`src/rtl/mvb_item_serializer.sv`:
```
// rtl/mvb_item_serializer.sv - multi-item MVB to single-item MVB serializer
module mvb_item_serializer #(
    parameter int ITEMS      = 4,
    parameter int ITEM_WIDTH = 8
) (
    input  logic                        CLK,
    input  logic                        RESET,
    input  logic [ITEMS*ITEM_WIDTH-1:0] RX_DATA,
    input  logic [ITEMS-1:0]            RX_VLD,
    input  logic                        RX_SRC_RDY,
    output logic                        RX_DST_RDY,
    output logic [ITEM_WIDTH-1:0]       TX_DATA,
    output logic                        TX_VLD,
    output logic                        TX_SRC_RDY,
    input  logic                        TX_DST_RDY
);
    localparam int SEL_W = (ITEMS > 1) ? $clog2(ITEMS) : 1;
    localparam logic [ITEMS-1:0] MASK_ONE = ITEMS'(1);

    logic [ITEMS*ITEM_WIDTH-1:0] data_reg;
    logic [ITEMS-1:0]            pend_mask;
    logic [SEL_W-1:0]            sel;
    logic                        busy;
    logic                        last;
    logic                        tx_xfer;
    logic                        rx_xfer;

    // Lowest pending index wins, so items leave in ascending order.
    always_comb begin
        sel = '0;
        for (int i = ITEMS - 1; i >= 0; i--) begin
            if (pend_mask[i]) sel = SEL_W'(i);
        end
    end

    assign busy    = |pend_mask;
    assign last    = (pend_mask & (pend_mask - MASK_ONE)) == '0;
    assign tx_xfer = busy & TX_DST_RDY;

    // Accept a new word while the final pending item is leaving: no bubble between words.
    assign RX_DST_RDY = !RESET & (!busy | (last & TX_DST_RDY));
    assign rx_xfer    = RX_SRC_RDY & RX_DST_RDY;

    assign TX_SRC_RDY = busy;
    assign TX_VLD     = busy;
    assign TX_DATA    = busy ? data_reg[int'(sel)*ITEM_WIDTH +: ITEM_WIDTH] : '0;

    always_ff @(posedge CLK or posedge RESET) begin
        if (RESET) begin
            data_reg  <= '0;
            pend_mask <= '0;
        end else if (rx_xfer) begin
            data_reg  <= RX_DATA;
            pend_mask <= RX_VLD;
        end else if (tx_xfer) begin
            pend_mask[sel] <= 1'b0;
        end
    end
endmodule

```
`config.mk`:
```
export PLATFORM = sky130hd
export DESIGN_NAME = mvb_item_serializer
export DESIGN_NICKNAME = d
export VERILOG_FILES = /design/src/rtl/mvb_item_serializer.sv
export SDC_FILE = /design/constraint.sdc
export NUM_CORES = 1
export LEC_CHECK = 0
export CAP_MARGIN = 20
export CORE_ASPECT_RATIO = 0.7
export CORE_MARGIN = 3
export CORE_UTILIZATION = 48
export DETAILED_ROUTE_END_ITERATION = 6
export PLACE_DENSITY_LB_ADDON = 0.12
export SLEW_MARGIN = 0
export SYNTH_ARGS = -nofsm -noshare
export SYNTH_HDL_FRONTEND = slang
export SYNTH_SLANG_ARGS = --single-unit
```
`constraint.sdc`:
```
create_clock -name CLK -period 2.8 [get_ports CLK]
set_clock_uncertainty 0.15 [all_clocks]
set_input_delay 0.42 -clock CLK [delete_from_list [all_inputs] [get_ports CLK]]
set_output_delay 0.42 -clock CLK [all_outputs]
set_load 0.02 [all_outputs]
```
==> results of run 1 <==
==> per-layer routing <==
layer | share of wire, % | vias to the layer above | track usage, % | routed length [um]
li1 | - | 643 | - | -
met1 | 46 | 635 | 25.3 | 1930
met2 | 45 | 42 | 28.7 | 1880
met3 | 7.3 | 7 | 6.53 | 306
met4 | 1.2 | 0 | 4.98 | 49
met5 | 0 | - | 0 | 0
==> what timing repair did <==
action | CTS | global route
setup endpoints to repair | 0 | 8
resized for setup | 0 | 1
hold endpoints to repair | 0 | 0
setup buffers | 0 | 0
==> through the flow <==
step | worst slack [ns] | instances | total power, W | util (%)
final | 0.0645 | 256 | 0.00312 | 71.0
after global placement | 0.0781 | 249 | 0.00270 | 68.3
after detailed placement | 0.0739 | 249 | 0.00274 | 68.3
after CTS | 0.0397 | 256 | 0.00314 | 70.9
after floorplan | 0.491 | 148 | 0.00213 | -
after global routing | 0.00336 | 256 | 0.00331 | 71.0
==> placed cells by master (no fill, tap or decap), types with 5 or more instances in the layout <==
| master | instances |
|---|---|
| sky130_fd_sc_hd__a221oi_1 | 8 |
| sky130_fd_sc_hd__dfrtp_1 | 35 |
| sky130_fd_sc_hd__inv_1 | 5 |
| sky130_fd_sc_hd__and3b_1 | 8 |
| sky130_fd_sc_hd__clkbuf_8 | 7 |
| sky130_fd_sc_hd__buf_4 | 8 |
| sky130_fd_sc_hd__clkdlybuf4s50_1 | 50 |
| sky130_fd_sc_hd__or2_2 | 10 |
| sky130_fd_sc_hd__o21a_1 | 8 |
| sky130_fd_sc_hd__mux2_4 | 27 |
| sky130_fd_sc_hd__mux2_2 | 5 |
| sky130_fd_sc_hd__nor2_1 | 11 |
==> final timing paths <==
kind	startpoint	end	slack [ns]
setup / recovery	TX_DST_RDY	RX_DST_RDY	0.06
hold / removal	data_reg[26]$_DFFE_PP0P_	data_reg[26]$_DFFE_PP0P_	0.35
setup reg to reg	pend_mask[2]$_DFFE_PP0P_	data_reg[10]$_DFFE_PP0P_	0.66
hold reg to reg	data_reg[26]$_DFFE_PP0P_	data_reg[26]$_DFFE_PP0P_	0.35
max in group asynchronous	RESET	data_reg[7]$_DFFE_PP0P_	1.84
min in group asynchronous	RESET	pend_mask[2]$_DFFE_PP0P_	0.47
==> kinds of logic after synthesis <==
group / after synthesis
flip-flops: 36
AND/OR/NAND/NOR: 35
multiplexers: 32
AO/OA/AOI/OAI: 27
buffers and inverters: 16
adder cells (fa/ha/maj): 2
==> critical path, cell delays in order <==
cell,delay [ns]
sky130_fd_sc_hd__clkdlybuf4s50_1,0.48
sky130_fd_sc_hd__or3b_4,0.40
sky130_fd_sc_hd__a21oi_1,0.12
sky130_fd_sc_hd__a21oi_1,0.05
sky130_fd_sc_hd__nor2_1,0.08
sky130_fd_sc_hd__clkdlybuf4s50_1,0.62
==> power groups by stage <==
stage / combinational, W / sequential [W] / clock [W]
after global routing: 0.00190 / 0.000985 / 0.000423
after detailed placement: 0.00178 / 0.000957 / 0
after global placement: 0.00175 / 0.000947 / 0
after CTS: 0.00179 / 0.000955 / 0.000398
after floorplan: 0.00123 / 0.000899 / 0
final: 0.00177 / 0.000954 / 0.000390
==> cell type report <==
cell class                 count  area, um^2
fill                         266        1070
multi-input combinational     96         917
sequential                    36         902
timing repair buffer          61         621
clock buffer                   7        96.3
tap                           50        62.6
inverter                       6        22.5
==> impl_metrics.xml, run 1 <==
<?xml version="1.0" encoding="UTF-8"?>
<metrics>
  <group name="synthesis">
    <metric name="synthesis.area" unit="um^2">1940</metric>
    <metric name="yosys.area_share.adder" unit="%">1.10</metric>
    <metric name="post_synth_mux_area_share" unit="%">23.8</metric>
    <metric name="yosysTopAreaCellShare" unit="%">46.5</metric>
    <metric name="postSynth.topFlopCell" unit="">sky130_fd_sc_hd__dfrtp_1</metric>
    <metric name="area_fraction_in_and_or_nand_and_nor_cells_after_synthesis" unit="%">10.7</metric>
    <metric name="yosys.area_share.xor_xnor" unit="%">0</metric>
    <metric name="ys_seq_area_share" unit="%">46.5</metric>
    <metric name="synth_nets" unit="">188</metric>
    <metric name="synth.yosys.warnings" unit="">0</metric>
    <metric name="synth_most_common_cell" unit="">sky130_fd_sc_hd__dfrtp_1</metric>
    <metric name="main_combinational_cell_family_by_area_after_synthesis" unit="">multiplexers</metric>
    <metric name="post_synthesis_cell_type_with_the_largest_combined_area" unit="">sky130_fd_sc_hd__dfrtp_1</metric>
    <metric name="distinct_cells_synth" unit="">27</metric>
    <metric name="synth_compound_gate_area_share" unit="%">11.7</metric>
    <metric name="synth_edf_count" unit="">0</metric>
    <metric name="asr_flop_ratio_synth" unit="%">100</metric>
    <metric name="synth-seq-cells" unit="">36</metric>
    <metric name="synth_commonest_cells" unit="">36 x sky130_fd_sc_hd__dfrtp_1, 27 x sky130_fd_sc_hd__mux2_4, 11 x sky130_fd_sc_hd__nor2_1, 10 x sky130_fd_sc_hd__or2_2</metric>
    <metric name="synth_top_cells_by_area" unit="">sky130_fd_sc_hd__dfrtp_1 46%, sky130_fd_sc_hd__mux2_4 21%, sky130_fd_sc_hd__a221oi_1 3.6%</metric>
    <metric name="synth_area_per_cell" unit="um^2">13.1</metric>
    <metric name="netlist_instances" unit="">148</metric>
  </group>
  <group name="critical_path">
    <metric name="crit_arrival" unit="ns">2.17</metric>
    <metric name="crit_path_end_kind" unit="">output port</metric>
    <metric name="timing.critical_path.fanout_max" unit="">2</metric>
    <metric name="timing.critical_path.required" unit="ns">2.23</metric>
    <metric name="r2r_cells" unit="">5</metric>
    <metric name="crit_type" unit="">input pin to output port</metric>
    <metric name="critical_path.startpoint_type" unit="">input pin</metric>
  </group>
  <group name="run">
    <metric name="cap_violations" unit="">0</metric>
  </group>
  <group name="detailed_routing">
    <metric name="drt_wl_total" unit="um">4170</metric>
    <metric name="vias" unit="">1327</metric>
    <metric name="routedWlPerCell" unit="um">16.3</metric>
    <metric name="via_per_inst" unit="">5.18</metric>
    <metric name="drt_pass1_iterations" unit="">4</metric>
    <metric name="remaining_drc_errors" unit="">0</metric>
    <metric name="first_iter_violations" unit="">40</metric>
    <metric name="antenna_left" unit="">0</metric>
  </group>
  <group name="run_status">
    <metric name="result_of_the_run" unit="">complete, no violations</metric>
  </group>
  <group name="cts">
    <metric name="clock_path_buffers" unit="">2</metric>
    <metric name="tritoncts" unit="">built</metric>
    <metric name="cts-htree-levels" unit="">2</metric>
    <metric name="cts_root_buffer" unit="">sky130_fd_sc_hd__clkbuf_8</metric>
    <metric name="insertion_delay" unit="ns">0.29</metric>
    <metric name="clock_sinks" unit="">36</metric>
    <metric name="number_of_buffers_inserted_during_clock_tree_synthesis" unit="">5</metric>
    <metric name="ctsHoldBuffers" unit="">0</metric>
    <metric name="clk_pin_slew" unit="ns">0.07</metric>
  </group>
  <group name="floorplan">
    <metric name="std_cell_rows" unit="">18</metric>
    <metric name="start_util" unit="%">52.5</metric>
    <metric name="die_height" unit="um">59.2</metric>
    <metric name="fp.coreArea" unit="um^2">3690</metric>
    <metric name="die_width" unit="um">82.0</metric>
    <metric name="boundaryPins" unit="">51</metric>
    <metric name="fp.dieArea" unit="um^2">4850</metric>
  </group>
  <group name="place">
    <metric name="place.port_buffers" unit="">50</metric>
    <metric name="gp_congestion" unit="">0.828</metric>
    <metric name="detailed_placer_s_ending_hpwl" unit="um">3050</metric>
    <metric name="detailed_place.area" unit="um^2">2520</metric>
  </group>
  <group name="timing">
    <metric name="max-slew-margin-rel" unit="%">82.3</metric>
    <metric name="timing.setup.tns" unit="ns">0</metric>
    <metric name="post-route-min-period" unit="ns">2.74</metric>
    <metric name="max_clock_freq" unit="GHz">0.366</metric>
    <metric name="setup_repair_after_global_routing_missed_its_margin" unit="">no</metric>
    <metric name="whs" unit="ns">0.355</metric>
    <metric name="final-setup-viol-count" unit="">0</metric>
    <metric name="worst-slew-pin-transition" unit="ns">0.263</metric>
    <metric name="drv_slew" unit="">0</metric>
    <metric name="min_period_over_period" unit="%">97.7</metric>
    <metric name="report.final.hold_viol_count" unit="">0</metric>
  </group>
  <group name="pwr">
    <metric name="power_per_cell_area" unit="nW/um^2">1190</metric>
    <metric name="power.clock.fraction" unit="%">12.5</metric>
    <metric name="intPower" unit="W">0.00203</metric>
    <metric name="leakage" unit="nW">1.17</metric>
    <metric name="switching_power" unit="W">0.00109</metric>
    <metric name="power.sequential.fraction" unit="%">30.6</metric>
    <metric name="power_frac_comb" unit="%">56.9</metric>
    <metric name="vdd.ir_drop.worst" unit="mV">0.715</metric>
    <metric name="switching_share" unit="%">35.0</metric>
  </group>
  <group name="finish">
    <metric name="finalNetCount" unit="">246</metric>
    <metric name="largest_reg_flops" unit="">32</metric>
    <metric name="layout-area-overhead-vs-synth" unit="%">35.2</metric>
    <metric name="stdcell_area" unit="um^2">2620</metric>
    <metric name="antenna_diode_count" unit="">0</metric>
    <metric name="final_layout_size_suffix_gt1_share" unit="%">32.5</metric>
  </group>
  <group name="global_route">
    <metric name="first_global_vias" unit="">1374</metric>
    <metric name="antenna_violations_before_repair" unit="">0</metric>
    <metric name="grt_first_pass_wirelength" unit="um">6690</metric>
    <metric name="grt_max_degree" unit="">37</metric>
    <metric name="groute.usage.overall" unit="%">18.7</metric>
    <metric name="globalRoute.totalOverflow" unit="">0</metric>
  </group>
  <group name="worst_hold_path">
    <metric name="holdCritPathClass" unit="">flip-flop to flip-flop</metric>
    <metric name="hold_depth" unit="">1</metric>
  </group>
</metrics>
Note: power is estimated with default switching activity, not from simulation.
==> inputs of run 2 (changes only) <==
--- a/config.mk
+++ b/config.mk
@@ -5,10 +5,12 @@
 export SDC_FILE = /design/constraint.sdc
 export NUM_CORES = 1
 export LEC_CHECK = 0
+export ABC_AREA = 1
 export CAP_MARGIN = 20
 export CORE_ASPECT_RATIO = 0.7
 export CORE_MARGIN = 3
 export CORE_UTILIZATION = 48
+export CTS_CLUSTER_DIAMETER = 100
 export DETAILED_ROUTE_END_ITERATION = 6
 export PLACE_DENSITY_LB_ADDON = 0.12
 export SLEW_MARGIN = 0
==> run 2 against run 1 <==
Effect of this change:
- sequential power fell by 3.0%
- first-iteration DRC count rose to 3.7 times the previous value
- cell area fell by 4.2%
- sequential cell count did not move
- routed wire length rose by 4.0%
- critical path depth rose by 1
- combinational power fell by 10%
- synthesized cell count rose by 73%
- total power fell by 8.4%
- critical path type is now flip-flop to output port
- critical endpoint is now TX_DATA[7]
- largest power group unchanged
==> impl_metrics.xml, run 2 <==
<?xml version="1.0" encoding="UTF-8"?>
<metrics>
  <group name="run_status">
    <metric name="result_of_the_run" unit="">complete, no violations</metric>
  </group>
  <group name="pwr">
    <metric name="vdd.ir_drop.worst" unit="mV">0.541</metric>
    <metric name="power_per_cell_area" unit="nW/um^2">1140</metric>
    <metric name="leakage" unit="nW">1.34</metric>
    <metric name="post-layout-total-power" unit="W">0.00286</metric>
  </group>
  <group name="cts">
    <metric name="cts_root_buffer" unit="">sky130_fd_sc_hd__clkbuf_8</metric>
    <metric name="ctsHoldBuffers" unit="">0</metric>
    <metric name="cts.repair_timing.setup_buffer_count" unit="">0</metric>
    <metric name="number_of_buffers_inserted_during_clock_tree_synthesis" unit="">5</metric>
    <metric name="clock_path_buffers" unit="">2</metric>
    <metric name="clk_pin_slew" unit="ns">0.07</metric>
    <metric name="tritoncts" unit="">built</metric>
    <metric name="insertion_delay" unit="ns">0.28</metric>
    <metric name="cts-htree-levels" unit="">2</metric>
    <metric name="clock_sinks" unit="">36</metric>
  </group>
  <group name="timing">
    <metric name="max_clock_freq" unit="GHz">0.374</metric>
    <metric name="min_period_over_period" unit="%">95.5</metric>
    <metric name="drv_slew" unit="">0</metric>
    <metric name="finalWorstSetupSlack" unit="ns">0.127</metric>
    <metric name="report.final.hold_viol_count" unit="">0</metric>
    <metric name="worst-slew-pin-transition" unit="ns">0.443</metric>
    <metric name="final-setup-viol-count" unit="">0</metric>
    <metric name="timing.setup.tns" unit="ns">0</metric>
    <metric name="max-slew-margin-rel" unit="%">70.4</metric>
    <metric name="post-route-min-period" unit="ns">2.67</metric>
  </group>
  <group name="run">
    <metric name="cap_violations" unit="">0</metric>
  </group>
  <group name="synthesis">
    <metric name="synth-seq-cells" unit="">36</metric>
    <metric name="synth_most_common_cell" unit="">sky130_fd_sc_hd__nand2_1</metric>
    <metric name="synthesis.area" unit="um^2">1880</metric>
    <metric name="asr_flop_ratio_synth" unit="%">100</metric>
    <metric name="synth_top_cells_by_area" unit="">sky130_fd_sc_hd__dfrtp_1 48%, sky130_fd_sc_hd__nand2_1 26%, sky130_fd_sc_hd__nand3_1 7.7%</metric>
    <metric name="synth_area_per_cell" unit="um^2">7.33</metric>
    <metric name="distinct_cells_synth" unit="">19</metric>
    <metric name="post_synthesis_cell_type_with_the_largest_combined_area" unit="">sky130_fd_sc_hd__dfrtp_1</metric>
    <metric name="netlist_instances" unit="">256</metric>
    <metric name="synth.yosys.warnings" unit="">0</metric>
    <metric name="synth_nets" unit="">296</metric>
    <metric name="yosysTopAreaCellShare" unit="%">48.0</metric>
    <metric name="synth_edf_count" unit="">0</metric>
    <metric name="postSynth.topFlopCell" unit="">sky130_fd_sc_hd__dfrtp_1</metric>
    <metric name="ys_seq_area_share" unit="%">48.0</metric>
    <metric name="synth_commonest_cells" unit="">131 x sky130_fd_sc_hd__nand2_1, 36 x sky130_fd_sc_hd__dfrtp_1, 29 x sky130_fd_sc_hd__nand3_1, 22 x sky130_fd_sc_hd__inv_1</metric>
  </group>
  <group name="global_route">
    <metric name="globalRoute.totalOverflow" unit="">0</metric>
    <metric name="grt_first_pass_wirelength" unit="um">7480</metric>
    <metric name="groute.usage.overall" unit="%">20.9</metric>
    <metric name="first_global_vias" unit="">1649</metric>
    <metric name="grt_max_degree" unit="">37</metric>
    <metric name="antenna_violations_before_repair" unit="">0</metric>
  </group>
  <group name="critical_path">
    <metric name="r2r_slack" unit="ns">0.97</metric>
    <metric name="crit_path_end_kind" unit="">output port</metric>
    <metric name="timing.critical_path.required" unit="ns">2.23</metric>
    <metric name="critical_path.reg2reg.startpoint" unit="">pend_mask[2]$_DFFE_PP0P_</metric>
    <metric name="critical_path.startpoint" unit="">pend_mask[1]$_DFFE_PP0P_</metric>
    <metric name="critical_path.startpoint_type" unit="">flip-flop</metric>
    <metric name="crit_arrival" unit="ns">2.10</metric>
    <metric name="r2r_cells" unit="">9</metric>
    <metric name="timing.critical_path.fanout_max" unit="">8</metric>
    <metric name="crit_type" unit="">flip-flop to output port</metric>
    <metric name="end_of_the_worst_register_to_register_path" unit="">pend_mask[1]$_DFFE_PP0P_</metric>
    <metric name="worstSetupEndpoint" unit="">TX_DATA[7]</metric>
  </group>
  <group name="detailed_routing">
    <metric name="via_per_inst" unit="">4.84</metric>
    <metric name="routedWlPerCell" unit="um">12.0</metric>
    <metric name="drt_wl_total" unit="um">4330</metric>
    <metric name="antenna_left" unit="">0</metric>
    <metric name="first_iter_violations" unit="">149</metric>
    <metric name="vias" unit="">1742</metric>
    <metric name="drt_pass1_iterations" unit="">4</metric>
    <metric name="remaining_drc_errors" unit="">0</metric>
  </group>
  <group name="finish">
    <metric name="antenna_diode_count" unit="">0</metric>
    <metric name="layout_commonest_cell" unit="">sky130_fd_sc_hd__nand2_1</metric>
    <metric name="stdcell_area" unit="um^2">2510</metric>
    <metric name="final_cell_mix" unit="">130 x sky130_fd_sc_hd__nand2_1, 47 x sky130_fd_sc_hd__clkdlybuf4s50_1, 36 x sky130_fd_sc_hd__dfrtp_1, 29 x sky130_fd_sc_hd__nand3_1, 22 x sky130_fd_sc_hd__inv_1</metric>
    <metric name="filler_cell_count" unit="">317</metric>
    <metric name="layout-area-overhead-vs-synth" unit="%">34.0</metric>
    <metric name="finalNetCount" unit="">350</metric>
    <metric name="final_layout_size_suffix_gt1_share" unit="%">6.77</metric>
    <metric name="largest_reg_flops" unit="">32</metric>
  </group>
  <group name="place">
    <metric name="pre_cts_ws" unit="ns">0.318</metric>
    <metric name="place.port_buffers" unit="">50</metric>
    <metric name="detailed_place.area" unit="um^2">2420</metric>
    <metric name="detailed_placer_s_ending_hpwl" unit="um">3190</metric>
    <metric name="gp_congestion" unit="">0.850</metric>
  </group>
  <group name="floorplan">
    <metric name="die_height" unit="um">58.3</metric>
    <metric name="fp.coreArea" unit="um^2">3630</metric>
    <metric name="std_cell_rows" unit="">18</metric>
    <metric name="die_width" unit="um">80.7</metric>
    <metric name="start_util" unit="%">51.7</metric>
    <metric name="fp.dieArea" unit="um^2">4710</metric>
    <metric name="boundaryPins" unit="">51</metric>
  </group>
  <group name="worst_hold_path">
    <metric name="holdCritPathClass" unit="">flip-flop to flip-flop</metric>
  </group>
</metrics>
-- run 2: area by class of cell --
class                           instances  area [um^2]  share of cell area (%)
Sequential cell                        36          901                    35.9
Tap cell                               50         62.6                    2.49
Multi-Input combinational cell        185          811                    32.3
Clock buffer                            6         72.6                    2.89
Clock inverter                          1         5.00                   0.199
Inverter                               25          100                    3.98
Timing Repair Buffer                   57          561                    22.3
-- run 2: metal layers --
layer	routed length [um]	share of wire (%)	GRT usage, %	up-vias
li1	-	-	-	896
met1	2050	47	29.5	778
met2	1870	43	31.5	62
met3	375	8.7	6.12	6
met4	44	1.0	6.02	0
met5	0	0	0	-
-- run 2: worst max-delay path, stage by stage, from the launching register on --
cell,delay [ns]
sky130_fd_sc_hd__dfrtp_1,0.46
sky130_fd_sc_hd__nor2_4,0.22
sky130_fd_sc_hd__buf_4,0.18
sky130_fd_sc_hd__nand3_1,0.07
sky130_fd_sc_hd__nand2_1,0.06
sky130_fd_sc_hd__inv_1,0.04
sky130_fd_sc_hd__a21oi_1,0.17
sky130_fd_sc_hd__clkdlybuf4s50_1,0.63
-- run 2: logic make-up (layout without fill, tap and decap cells) --
group	Yosys count	count (layout)	share of synthesized area, %
AOI/OAI and AO/OA	9	9	2.40
buffers and inverters	35	89	9.14
DFF	36	36	48.0
and+or+nand+nor	176	176	40.4
-- run 2: worst min path at each step --
stage	startpoint	endpoint	slack (ns)	depth (start not counted)
final	data_reg[12]$_DFFE_PP0P_	data_reg[12]$_DFFE_PP0P_	0.33	2
after detailed placement	data_reg[8]$_DFFE_PP0P_	data_reg[8]$_DFFE_PP0P_	0.31	2
after CTS	data_reg[8]$_DFFE_PP0P_	data_reg[8]$_DFFE_PP0P_	0.33	2
after global routing	data_reg[11]$_DFFE_PP0P_	data_reg[11]$_DFFE_PP0P_	0.35	2
after floorplan	data_reg[10]$_DFFE_PP0P_	data_reg[10]$_DFFE_PP0P_	0.29	2
after global placement	data_reg[8]$_DFFE_PP0P_	data_reg[8]$_DFFE_PP0P_	0.31	2
-- run 2: what timing repair did --
action                                 in CTS  in global routing
setup endpoints to repair                   0                  8
resized for setup                           0                  6
endpoints found under the hold margin       0                  0
-- run 2: where the power goes --
group / internal (W) / leakage [nW] / switching (W)
sequential: 0.000759 / 0.452 / 0.000166
combinational: 0.000676 / 0.843 / 0.000918
clock: 0.000169 / 0.0410 / 0.000168
total: 0.00160 / 1.34 / 0.00125
-- run 2: per-stage QoR --
stage               util, %  hold slack, ns  cells
floorplan                 -           0.290    256
global placement       66.6           0.307    353
detailed placement     66.6           0.308    353
CTS                    68.8           0.326    360
global route           69.3           0.354    360
finish                 69.3           0.326    360
